### src/rtl/bidir_bus_pkg.sv
// Shared types and helpers for the bidirectional bus controller.
//   state_e    : controller FSM states
//   cnt_width  : width of the shared wait/turnaround down-counter
//   DEF_*      : default parameter values
package bidir_bus_pkg;

  typedef enum logic [1:0] {
    IDLE  = 2'd0,
    DRIVE = 2'd1,
    READ  = 2'd2,
    TURN  = 2'd3
  } state_e;

  localparam int DEF_WIDTH      = 8;
  localparam int DEF_READ_WAIT  = 2;
  localparam int DEF_TURNAROUND = 1;

  // Wide enough to hold max(read_wait, turnaround); never narrower than 1 bit.
  function automatic int cnt_width(input int read_wait, input int turnaround);
    int m;
    m = (read_wait > turnaround) ? read_wait : turnaround;
    if (m < 1) m = 1;
    return $clog2(m + 1);
  endfunction

endpackage

### src/rtl/bidir_bus_cnt.sv
// Loadable down-counter with zero flag.
//   clk, rst_n : clock, async active-low reset (count clears to 0)
//   load       : load load_val (has priority over dec)
//   dec        : decrement; saturates at 0
//   zero       : count == 0
module bidir_bus_cnt #(
  parameter int unsigned W = 2
) (
  input  logic         clk,
  input  logic         rst_n,
  input  logic         load,
  input  logic [W-1:0] load_val,
  input  logic         dec,
  output logic         zero
);

  logic [W-1:0] cnt_q;

  always_ff @(posedge clk or negedge rst_n) begin
    if (!rst_n) begin
      cnt_q <= '0;
    end else if (load) begin
      cnt_q <= load_val;
    end else if (dec && (cnt_q != '0)) begin
      cnt_q <= cnt_q - 1'b1;
    end
  end

  assign zero = (cnt_q == '0);

endmodule

### src/rtl/bidir_bus_ctrl.sv
// Sequencer in front of a tristate buffer on a half-duplex bus. Accepts single-beat
// read/write requests and inserts turnaround so local and remote drivers never overlap.
//   req_valid/req_write/req_wdata/req_ready : request handshake (req_ready combinational)
//   rsp_valid/rsp_rdata                     : one-cycle read response, data held
//   bus_out/bus_oe                          : to buffer a / g
//   bus_in                                  : pad readback
//   bus_wr_stb/bus_rd_stb                   : strobes to the peer
//   busy                                    : state != IDLE
module bidir_bus_ctrl
  import bidir_bus_pkg::*;
#(
  parameter int WIDTH      = DEF_WIDTH,
  parameter int READ_WAIT  = DEF_READ_WAIT,
  parameter int TURNAROUND = DEF_TURNAROUND
) (
  input  logic             clk,
  input  logic             rst_n,
  input  logic             req_valid,
  input  logic             req_write,
  input  logic [WIDTH-1:0] req_wdata,
  output logic             req_ready,
  output logic             rsp_valid,
  output logic [WIDTH-1:0] rsp_rdata,
  output logic [WIDTH-1:0] bus_out,
  output logic             bus_oe,
  input  logic [WIDTH-1:0] bus_in,
  output logic             bus_wr_stb,
  output logic             bus_rd_stb,
  output logic             busy
);

  if (READ_WAIT < 1) begin : g_bad_read_wait
    $error("bidir_bus_ctrl: READ_WAIT must be >= 1");
  end
  if (TURNAROUND < 0) begin : g_bad_turnaround
    $error("bidir_bus_ctrl: TURNAROUND must be >= 0");
  end

  localparam int CW        = cnt_width(READ_WAIT, TURNAROUND);
  localparam int RD_LOAD   = (READ_WAIT > 1) ? READ_WAIT - 1 : 0;
  localparam int TURN_LOAD = (TURNAROUND > 1) ? TURNAROUND - 1 : 0;
  localparam logic [CW-1:0] RD_LOAD_V   = CW'(RD_LOAD);
  localparam logic [CW-1:0] TURN_LOAD_V = CW'(TURN_LOAD);
  localparam bit HAS_TURN = (TURNAROUND > 0);

  state_e state_q, state_d;

  logic             cnt_load, cnt_dec, cnt_zero;
  logic [CW-1:0]    cnt_load_val;
  logic             capture;

  logic             bus_oe_d, bus_wr_stb_d, bus_rd_stb_d, busy_d, rsp_valid_d;
  logic [WIDTH-1:0] bus_out_d, rsp_rdata_d;

  assign req_ready = (state_q == IDLE) & rst_n;

  bidir_bus_cnt #(
    .W (CW)
  ) u_cnt (
    .clk      (clk),
    .rst_n    (rst_n),
    .load     (cnt_load),
    .load_val (cnt_load_val),
    .dec      (cnt_dec),
    .zero     (cnt_zero)
  );

  always_comb begin
    state_d      = state_q;
    cnt_load     = 1'b0;
    cnt_load_val = '0;
    cnt_dec      = 1'b0;
    capture      = 1'b0;
    unique case (state_q)
      IDLE: begin
        if (req_valid && req_ready) begin
          if (req_write) begin
            state_d = DRIVE;
          end else begin
            state_d      = READ;
            cnt_load     = 1'b1;
            cnt_load_val = RD_LOAD_V;
          end
        end
      end
      DRIVE: begin
        if (HAS_TURN) begin
          state_d      = TURN;
          cnt_load     = 1'b1;
          cnt_load_val = TURN_LOAD_V;
        end else begin
          state_d = IDLE;
        end
      end
      READ: begin
        if (cnt_zero) begin
          capture = 1'b1;
          if (HAS_TURN) begin
            state_d      = TURN;
            cnt_load     = 1'b1;
            cnt_load_val = TURN_LOAD_V;
          end else begin
            state_d = IDLE;
          end
        end else begin
          cnt_dec = 1'b1;
        end
      end
      TURN: begin
        if (cnt_zero) begin
          state_d = IDLE;
        end else begin
          cnt_dec = 1'b1;
        end
      end
      default: state_d = IDLE;
    endcase

    // Outputs are registered from the next state so they line up with the state register.
    // DRIVE is only entered from an IDLE handshake, so req_wdata is the live payload here.
    bus_oe_d     = (state_d == DRIVE);
    bus_out_d    = bus_oe_d ? req_wdata : '0;
    bus_wr_stb_d = bus_oe_d;
    bus_rd_stb_d = (state_d == READ);
    busy_d       = (state_d != IDLE);
    rsp_valid_d  = capture;
    rsp_rdata_d  = capture ? bus_in : rsp_rdata;
  end

  // Async reset drops bus_oe immediately to release the bus.
  always_ff @(posedge clk or negedge rst_n) begin
    if (!rst_n) begin
      state_q    <= IDLE;
      bus_oe     <= 1'b0;
      bus_out    <= '0;
      bus_wr_stb <= 1'b0;
      bus_rd_stb <= 1'b0;
      busy       <= 1'b0;
      rsp_valid  <= 1'b0;
      rsp_rdata  <= '0;
    end else begin
      state_q    <= state_d;
      bus_oe     <= bus_oe_d;
      bus_out    <= bus_out_d;
      bus_wr_stb <= bus_wr_stb_d;
      bus_rd_stb <= bus_rd_stb_d;
      busy       <= busy_d;
      rsp_valid  <= rsp_valid_d;
      rsp_rdata  <= rsp_rdata_d;
    end
  end

endmodule

### config.mk
export PLATFORM = sky130hd
export DESIGN_NAME = bidir_bus_ctrl
export DESIGN_NICKNAME = d
export VERILOG_FILES = /design/src/rtl/bidir_bus_pkg.sv /design/src/rtl/bidir_bus_cnt.sv /design/src/rtl/bidir_bus_ctrl.sv
export SDC_FILE = /design/constraint.sdc
export NUM_CORES = 1
export LEC_CHECK = 0
export CORE_ASPECT_RATIO = 1.4
export CORE_MARGIN = 1.5
export CORE_UTILIZATION = 44
export CTS_CLUSTER_SIZE = 24
export DETAILED_ROUTE_END_ITERATION = 7
export PLACE_DENSITY_LB_ADDON = 0.3
export SYNTH_ARGS = -nofsm -noshare
export SYNTH_HDL_FRONTEND = slang
export SYNTH_HIERARCHICAL = 1
export SYNTH_SLANG_ARGS = --single-unit
### constraint.sdc
create_clock -name clk -period 5.4 [get_ports clk]
set_clock_uncertainty 0.2 [all_clocks]
set_input_delay 0.81 -clock clk [delete_from_list [all_inputs] [get_ports clk]]
set_output_delay 0.81 -clock clk [all_outputs]
set_load 0.005 [all_outputs]
## Word level (Yosys, flattened, before mapping)

Index checks and enable logic that the tools add are counted.

- Output and inout port bits: 22
- Register bits: 24

- Equal/unequal tests: 5
- Reductions and logical operators: 8
- Bitwise operators: 1
- Add/subtract/negate cells: 1
- Multiplexer cells: 18

Operators with widths:

| cell | count |
|---|---|
| 2-bit two-way mux | 6 |
| 1-bit two-way mux | 9 |
| 8-bit two-way mux | 1 |
| 2-bit one-hot mux with 4 select lines | 1 |
| 2-bit == test, second input constant | 3 |
| 2-bit nonzero test | 3 |
| 2-bit by 1-bit == test with 1-bit output, second input constant | 2 |
| 2-bit zero test | 2 |
| 1-bit one-hot mux with 3 select lines | 1 |
| 1-bit logical AND | 2 |
| 2-bit OR reduction | 1 |
| 2-bit by 1-bit subtractor with 2-bit output, second input constant | 1 |
| 1-bit AND | 1 |

## Longest topological paths before layout

Gate-level depths: netlist of run 1.

- Depth in word-level cells: 7
- Depth in mapped cells: 6
- Depth with buffers taken out: 6

## Modules after synthesis

The synthesis of run 1 kept the hierarchy.

By module, submodules not included:

| module | sequential area each (um^2) | cells each | instances | area each (um^2) |
|---|---|---|---|---|
| bidir_bus_ctrl | 550.5 | 62 | 1 | 879.6 |
| bidir_bus_cnt | 50.0 | 13 | 1 | 132.6 |

## Worst setup path after synthesis of run 1

OpenSTA, ideal clock, no wires.

- Kind: input -> register
- Start point: input port req_write
- End point: register u_cnt.cnt_q[1]
- Path slack: 3447 ps
- Required time: 5084 ps
- Arrival time: 1637 ps
- Path buffers: 0
- Cell stages on the path: 4
- Library setup time: 116 ps
- Cells stage by stage: nand3b_1 > a22oi_1 > or4b_1 > o311ai_0

- Longest elaborated chain between the ends: 4
- Elaborated cells between the ends (all ways): 5
- Classes of those cells: mux (4); reduce/logical (1)

RTL lines:

| element | line | source |
|---|---|---|
| from (decl) | bidir_bus_ctrl.sv:19 | `input logic req_write,` |
| 1-bit two-way mux * | bidir_bus_ctrl.sv:77 | `if (req_write) begin` |
| 1-bit two-way mux * | bidir_bus_ctrl.sv:76 | `if (req_valid && req_ready) begin` |
| 1-bit one-hot mux with 3 select lines * | bidir_bus_ctrl.sv:74 | `unique case (state_q)` |
| named net cnt_load | bidir_bus_ctrl.sv:48 | `logic cnt_load, cnt_dec, cnt_zero;` |
| 2-bit two-way mux or 2-bit nonzero test (tied branches) | -- |  |
| to (signal assigned) | bidir_bus_cnt.sv:23 | `cnt_q <= load_val;` |
| to (signal assigned) | bidir_bus_cnt.sv:25 | `cnt_q <= cnt_q - 1'b1;` |
| to (decl) | bidir_bus_cnt.sv:17 | `logic [W-1:0] cnt_q;` |

The timed path passes the listed nets; every way through them passes the cells marked *.
A chain may end at the register's enable or synchronous reset.

## Final worst setup path of run 1

- Start point: input port rst_n
- End point: output port req_ready

- Longest elaborated chain between the ends: 1

RTL lines:

| element | line | source |
|---|---|---|
| from (decl) | bidir_bus_ctrl.sv:17 | `input logic rst_n,` |
| 1-bit AND | bidir_bus_ctrl.sv:55 | `assign req_ready = (state_q == IDLE) & rst_n;` |
| to (decl) | bidir_bus_ctrl.sv:21 | `output logic req_ready,` |

Every way passes these cells.

==> flow_metrics.env, run 1 <==
export IMPL_total_power_w=0.0006863
export IMPL_ys_warnings_count=6
export IMPL_whs_ps=315.2
export IMPL_synthTopCellsByArea="dfrtp_1 (59%), mux2_2 (8.9%), nor4b_1 (6.9%)"
export IMPL_crit_chain="clkdlybuf4s50_1 -> buf_4 -> and2_1 -> clkdlybuf4s50_1"
export IMPL_design_portCount=42
export IMPL_syn_to_final_growth_pct=46.11
export IMPL_p_leak_nw=0.6266
export IMPL_drtAntennaViolNets=0
export IMPL_cts_tree="built"
export IMPL_portBuffers=41
export IMPL_gp_congestion=0.7791
export IMPL_clock_path_buffers=2
export IMPL_dr_pass1_iters=4
export IMPL_fill_cells=161
export IMPL_numClockSinks=24
export IMPL_drive_above_1_share_pct=13.68
export IMPL_rsz0062_at_grt="no"
export IMPL_max_freq_ghz=0.3064
export IMPL_path_depth=4
export IMPL_endpoint="req_ready"
export IMPL_design_core_area_um2=2177
export IMPL_drt_wl_total_um=1958
export IMPL_place_area_um2=1426
export IMPL_post_drt_wl_per_cell_um=14.09
export IMPL_setup_viol=0
export IMPL_ctsHtreeMaxLevel=1
export IMPL_drc=0
export IMPL_reg2reg_from="state_q[1]"
export IMPL_status="complete, no violations"
export IMPL_cp_arrival_ps=2250
export IMPL_synth_top_area_share_pct=59.33
export IMPL_end_kind="output pin"
export IMPL_r2r_slack_ps=3270
export IMPL_grt_pass1_vias=710
export IMPL_ys_seq_elements=24
export IMPL_die_w_um=43.54
export IMPL_die_area_um2=2601
export IMPL_post_route_util_pct=67.93
export IMPL_final_common_cell="clkdlybuf4s50_1"
export IMPL_antenna_cells=0
export IMPL_tns_ps=0
export IMPL_crit_path_start_kind="input port"
export IMPL_crit_start="rst_n"
export IMPL_max_stage_delay_ps=490
export IMPL_antenna_found_initial=0
export IMPL_min_path_type="register to register"
export IMPL_overflow=0
export IMPL_nets=139
export IMPL_vias=757
export IMPL_ff2ff_path_depth=4
export IMPL_drv_cap=0
export IMPL_clkLatencyLatePin_ps=310
export IMPL_cts_root_buffer="clkbuf_4"
export IMPL_rr_endpoint="u_cnt/cnt_q[1]"
export IMPL_hpwl_um=1436
export IMPL_synth_avg_cell_area_um2=13.50
export IMPL_post_cts_buffers=0
export IMPL_cpMaxStageDelayCell="clkdlybuf4s50_1"
export IMPL_core_rowCount=20
export IMPL_finalInstanceArea_um2=1479
export IMPL_crit_family="buffers and inverters"
export IMPL_syn_num_nets=96
export IMPL_ys_types=29
export IMPL_relSlewSlack_pct=60.77
export IMPL_grt_usage_pct=16.64
export IMPL_drtIter0Drc=13
export IMPL_dieHeight_um=59.75
export IMPL_min_period_over_period_pct=60.44
export IMPL_worstPathRequired_ps=4390
export IMPL_grt_max_degree=29
export IMPL_netlist_area_um2=1012
export IMPL_layout_common_cells="clkdlybuf4s50_1 (41), dfrtp_1 (24), nor4b_1 (8), mux2_2 (8)"
export IMPL_worst_slew_pin_slew_ps=588.4
export IMPL_synth_area_leader_cell="dfrtp_1"
export IMPL_clkSlewWorstSetupHoldPaths_ps=110
export IMPL_cts_hold_buf=0
export IMPL_finalHoldViolCount=0
export IMPL_ir_drop_uv=364.1
export IMPL_fin_crit_ps=3264
export IMPL_yosysSeqAreaShare_pct=59.33
export IMPL_start_util_pct=46.49
export IMPL_cp_common_cell="clkdlybuf4s50_1"
export IMPL_finalMaxSlewViolations=0
export IMPL_critical_path_class="input port to output pin"
export IMPL_synth_cells=75
export IMPL_grt_pass1_wl_um=3243
export IMPL_crit_buf_inv=3
export IMPL_p_per_area_nw_per_um2=464.0
export IMPL_cts_buffers=3
export IMPL_avgViaCountPerCell=5.446
export IMPL_post_cts_resized=0
export IMPL_crit_fanout=28
[how the worst min path moves through the flow]
stage	start	endpoint	slack, ps	cells past startpoint
after global routing	rsp_rdata[6]	rsp_rdata[6]	340	1
after floorplan	rsp_rdata[0]	rsp_rdata[0]	300	1
after CTS	rsp_rdata[6]	rsp_rdata[6]	320	1
final	rsp_rdata[6]	rsp_rdata[6]	320	1
after detailed placement	rsp_rdata[6]	rsp_rdata[6]	290	1
after global placement	rsp_rdata[6]	rsp_rdata[6]	290	1
[logic make-up (layout without fill, tap and decap cells)]
group / Yosys count / count (layout) / share of synthesized area, %
and+or+nand+nor: 27 / 27 / 20.52
DFF: 24 / 24 / 59.33
muxes: 8 / 8 / 8.900
AOI/OAI and AO/OA: 7 / 7 / 5.440
buffers and inverters: 7 / 49 / 4.202
adders and majority gates: 1 / 1 / 1.236
other: 1 / 1 / 0.3705
[routing by layer]
metal / wire length [um] / up-vias / GRT usage, %
li1: - / 352 / -
met1: 751 / 373 / 20.79
met2: 1078 / 28 / 29.00
met3: 100 / 4 / 2.115
met4: 27 / 0 / 6.494
met5: 0 / - / 0
[power breakdown]
group / switching [W] / internal (W)
Sequential: 0.0000536 / 0.000236
Clock: 0.0000506 / 0.0000750
Combinational: 0.0000997 / 0.000172
Total: 0.000204 / 0.000482
[Yosys cell counts]
library cell	instances
buf_2	1
mux2_2	8
nand3_2	1
nand2_1	3
nand3b_4	1
a32oi_1	1
or4b_1	2
nor3_1	2
buf_6	1
buf_4	2
nor4b_1	8
a22oi_1	1
or3b_1	1
nand3b_1	1
o211ai_2	1
and2_1	1
inv_1	3
nand2b_1	2
and3_1	1
nor2b_1	1
and2b_1	1
or2b_1	1
ha_1	1
a21oi_1	2
o311ai_0	1
o31ai_1	1
conb_1	1
dfrtp_1	24
nor2_1	1
[cell type report]
class / instances / area (um2) / area share, %
timing repair buffer: 42 / 417.9 / 28.26
clock inverter: 1 / 30.03 / 2.030
tap: 22 / 27.53 / 1.861
inverter: 3 / 11.26 / 0.7614
sequential: 24 / 600.6 / 40.61
clock buffer: 3 / 22.52 / 1.523
multi-input combinational: 44 / 369.1 / 24.96
[stage by stage]
step	worst slack (ps)	cells
floorplan	3447	75
global placement	2129	135
detailed placement	2117	135
CTS	2104	139
global route	2037	139
finish	2136	139
[flip-flops by register name, summed over array words and instances (netlist names)]
signal and flops:
bus_out 8, bus_wr_stb 1, busy 1, rsp_rdata 8, state_q 2, u_cnt/cnt_q 2, bus_rd_stb 1, rsp_valid 1
Note: power is estimated with default switching activity, not from simulation.
==> inputs of run 2 (changes only) <==
CORE_UTILIZATION = 41   (was 44)
clock period = 3.2 ns   (was 5.4 ns; I/O delays follow)
==> flow_metrics.env, run 2 (same netlist as run 1, synthesis figures left out) <==
export IMPL_fin_ws_ps=554.6
export IMPL_clkSlewWorstSetupHoldPaths_ps=120
export IMPL_gp_congestion=0.7382
export IMPL_end_kind="output pin"
export IMPL_reg2reg_from="state_q[1]"
export IMPL_clkLatencyLatePin_ps=310
export IMPL_vias=756
export IMPL_drtAntennaViolNets=0
export IMPL_drt_wl_total_um=1951
export IMPL_reg_largest_list="bus_out (8), rsp_rdata (8)"
export IMPL_cts_hold_buf=0
export IMPL_antenna_found_initial=0
export IMPL_grt_max_degree=21
export IMPL_grt_pass1_vias=660
export IMPL_min_period_over_period_pct=82.67
export IMPL_crit_path_start_kind="register"
export IMPL_drc=0
export IMPL_finalMaxSlewViolations=0
export IMPL_cts_buffers=3
export IMPL_nets=139
export IMPL_layout_common_cells="clkdlybuf4s50_1 (41), dfrtp_1 (24), nor4b_1 (8), mux2_2 (8)"
export IMPL_portBuffers=41
export IMPL_fin_crit_ps=2645
export IMPL_ir_drop_uv=458.6
export IMPL_drive_above_1_share_pct=13.68
export IMPL_rsz0062_at_grt="no"
export IMPL_cts_root_buffer="clkbuf_4"
export IMPL_overflow=0
export IMPL_min_path_type="input port to asynchronous set/reset pin"
export IMPL_max_freq_ghz=0.3780
export IMPL_numClockSinks=24
export IMPL_worst_slew_pin_slew_ps=585.6
export IMPL_crit_fanout=18
export IMPL_post_drt_wl_per_cell_um=13.94
export IMPL_status="complete, no violations"
export IMPL_final_common_cell="clkdlybuf4s50_1"
export IMPL_avgViaCountPerCell=5.400
export IMPL_finalHoldViolCount=0
export IMPL_dieHeight_um=61.79
export IMPL_core_rowCount=21
export IMPL_hpwl_um=1439
export IMPL_drtIter0Drc=19
export IMPL_die_area_um2=2780
export IMPL_design_core_area_um2=2365
export IMPL_setup_viol=0
export IMPL_relSlewSlack_pct=60.96
export IMPL_worstPathRequired_ps=2520
export IMPL_antenna_cells=0
export IMPL_syn_to_final_growth_pct=44.62
export IMPL_start_util_pct=42.80
export IMPL_post_cts_resized=0
export IMPL_clock_path_buffers=2
export IMPL_cts_tree="built"
export IMPL_ctsHtreeMaxLevel=1
export IMPL_tns_ps=0
export IMPL_p_leak_nw=0.6197
export IMPL_die_w_um=45.00
export IMPL_p_per_area_nw_per_um2=749.2
export IMPL_grt_usage_pct=15.13
export IMPL_total_power_w=0.001097
export IMPL_critical_path_class="register to output pin"
export IMPL_dr_pass1_iters=4
export IMPL_crit_start="state_q[1]"
export IMPL_post_place_ws_ps=656.6
export IMPL_grt_pass1_wl_um=2925
export IMPL_design_portCount=42
export IMPL_cp_arrival_ps=1970
export IMPL_drv_cap=0
export IMPL_post_cts_buffers=0
-- run 2: changes by cell type in the layout (fill, tap and decap cells not counted), sizes merged --
cell | previous run | this run
clkbuf | 3 | 4
bufinv | 1 | 0
-- run 2: area by class of cell --
cell class	count	area, um2
fill	179	900.9
sequential	24	600.6
timing repair buffer	42	417.9
tap	23	28.78
clock buffer	4	36.28
multi-input combinational	44	369.1
inverter	3	11.26
-- run 2: final timing paths --
| path | to | cells past startpoint | slack, ps |
|---|---|---|---|
| worst max-delay path | req_ready | 3 | 550 |
| worst min-delay path | state_q[1] | 1 | 230 |
| worst max register to register | u_cnt/cnt_q[1] | 4 | 1060 |
| worst min register to register | rsp_rdata[0] | 1 | 320 |
| max in group asynchronous | rsp_valid | 2 | 1990 |
| min in group clk | rsp_rdata[0] | 1 | 320 |
-- run 2: critical path: stages, from the launching register on --
cell	delay [ps]
dfrtp_1	610
nor2_1	360
and2_1	180
clkdlybuf4s50_1	500
-- run 2: per-stage QoR --
step	util, %	area (um2)	instances	hold slack [ps]
after floorplan	-	1012	75	-15.59
after global placement	60.37	1428	136	287.1
after detailed placement	60.37	1428	136	292.7
after CTS	61.90	1464	140	225.9
after global routing	61.90	1464	140	227.3
final	61.90	1464	140	230.3
-- run 2: layer usage --
metal | up-vias | part of all wire (%) | wire (um) | GRT usage [%]
li1 | 354 | - | - | -
met1 | 375 | 42 | 811 | 15.51
met2 | 22 | 51 | 989 | 26.53
met3 | 5 | 5.0 | 98 | 4.046
met4 | 0 | 2.6 | 51 | 10.08
met5 | - | 0 | 0 | 0
-- run 2: power breakdown --
part           total [W]  internal, W  switching, W
clock network   0.000156    0.0000696     0.0000865
logic           0.000457     0.000290      0.000168
registers       0.000484     0.000397     0.0000864
total            0.00110     0.000756      0.000340
==> inputs of run 3 (changes only) <==
CORE_UTILIZATION = 37   (was 41)
clock period = 2.37 ns   (was 3.2 ns; I/O delays follow)
==> flow_metrics.env, run 3 (same netlist as run 1, synthesis figures left out) <==
export IMPL_status="complete, no violations"
export IMPL_post_place_ws_ps=181.8
export IMPL_crit_fanout=5
export IMPL_avgViaCountPerCell=4.805
export IMPL_finalHoldViolCount=0
export IMPL_gp_congestion=0.7692
export IMPL_hpwl_um=1502
export IMPL_syn_to_final_growth_pct=46.35
export IMPL_finalMaxSlewViolations=0
export IMPL_die_area_um2=3063
export IMPL_min_path_type="register to register"
export IMPL_numClockSinks=24
export IMPL_drc=0
export IMPL_dieHeight_um=64.89
export IMPL_min_period_over_period_pct=92.87
export IMPL_p_leak_nw=0.6218
export IMPL_portBuffers=41
export IMPL_tns_ps=0
export IMPL_rsz0062_at_grt="no"
export IMPL_post_cts_buffers=0
export IMPL_layout_common_cells="clkdlybuf4s50_1 (41), dfrtp_1 (24), nor4b_1 (8), mux2_2 (8)"
export IMPL_drtAntennaViolNets=0
export IMPL_cpMaxStageDelayCell="clkdlybuf4s50_1"
export IMPL_clock_path_buffers=2
export IMPL_antenna_cells=0
export IMPL_dr_pass1_iters=4
export IMPL_grt_max_degree=26
export IMPL_total_power_w=0.001462
export IMPL_worstPathRequired_ps=1810
export IMPL_crit_chain="nor2_1 -> and2_1 -> clkdlybuf4s50_1"
export IMPL_die_w_um=47.21
export IMPL_design_portCount=42
export IMPL_grt_pass1_wl_um=3305
export IMPL_clkSlewWorstSetupHoldPaths_ps=110
export IMPL_critical_path_class="register to output pin"
export IMPL_fin_ws_ps=168.9
export IMPL_max_freq_ghz=0.4543
export IMPL_max_stage_delay_ps=500
export IMPL_place_area_um2=1459
export IMPL_drt_wl_total_um=2032
export IMPL_post_drt_wl_per_cell_um=13.19
export IMPL_crit_path_start_kind="register"
export IMPL_design_core_area_um2=2615
export IMPL_nets=141
export IMPL_ir_drop_uv=525.5
export IMPL_cp_arrival_ps=1650
export IMPL_drv_cap=0
export IMPL_final_common_cell="clkdlybuf4s50_1"
export IMPL_end_kind="output pin"
export IMPL_post_cts_resized=0
export IMPL_finalInstanceArea_um2=1481
export IMPL_antenna_found_initial=0
export IMPL_clkLatencyLatePin_ps=290
export IMPL_cts_hold_buf=0
export IMPL_cts_buffers=3
export IMPL_p_per_area_nw_per_um2=986.9
export IMPL_overflow=0
export IMPL_grt_usage_pct=15.07
export IMPL_fin_crit_ps=2201
export IMPL_drive_above_1_share_pct=14.41
export IMPL_setup_viol=0
export IMPL_cts_tree="built"
export IMPL_core_rowCount=22
export IMPL_drtIter0Drc=7
export IMPL_cts_root_buffer="clkbuf_4"
export IMPL_vias=740
export IMPL_reg_largest_list="bus_out (8), rsp_rdata (8)"
export IMPL_grt_pass1_vias=758
export IMPL_ctsHtreeMaxLevel=1
export IMPL_start_util_pct=38.71
[run 3: changes by cell type in the layout (fill, tap and decap cells not counted)]
cell      before  now
clkbuf_8       1    0
buf_4          1    3
[run 3: final timing paths]
path | start | endpoint | slack [ps] | cells after the start
worst max-delay path | state_q[1] | req_ready | 170 | 3
worst min-delay path | rsp_rdata[6] | rsp_rdata[6] | 320 | 1
worst max register to register | u_cnt/cnt_q[0] | u_cnt/cnt_q[1] | 430 | 6
worst min register to register | rsp_rdata[6] | rsp_rdata[6] | 320 | 1
max in group asynchronous | rst_n | bus_rd_stb | 1350 | 2
min in group asynchronous | rst_n | rsp_rdata[7] | 390 | 2
[run 3: report_power, final]
group	switching (W)	internal, W
Combinational	0.000302	0.000411
Sequential	0.0000499	0.000538
Clock	0.000103	0.0000591
Total	0.000455	0.00101
[run 3: critical path: cells and delay by family (launching register included)]
kind                   cells  cell delay, ps
buffers and inverters      1             500
flip-flops                 1             390
AND/OR/NAND/NOR            2             460
[run 3: per-layer routing]
layer / up-vias / global-route usage, % / wire, um
met5: - / 0 / 0
met4: 0 / 6.250 / 23
met3: 2 / 2.786 / 84
met2: 20 / 26.37 / 1123
met1: 362 / 16.91 / 801
li1: 356 / - / -
[run 3: layout make-up]
class	instances	area (um2)
Multi-Input combinational cell	44	369.1
Fill cell	234	1134
Sequential cell	24	600.6
Inverter	3	11.26
Clock buffer	3	22.52
Tap cell	36	45.04
Timing Repair Buffer	44	432.9
[run 3: metrics by stage]
stage / std cells / utilization (%) / hold slack [ps]
after floorplan: 75 / - / -140.1
after global placement: 151 / 55.79 / 284.9
after detailed placement: 151 / 55.79 / 293.8
after CTS: 154 / 56.65 / 320.8
after global routing: 154 / 56.65 / 340.8
final: 154 / 56.65 / 317.3
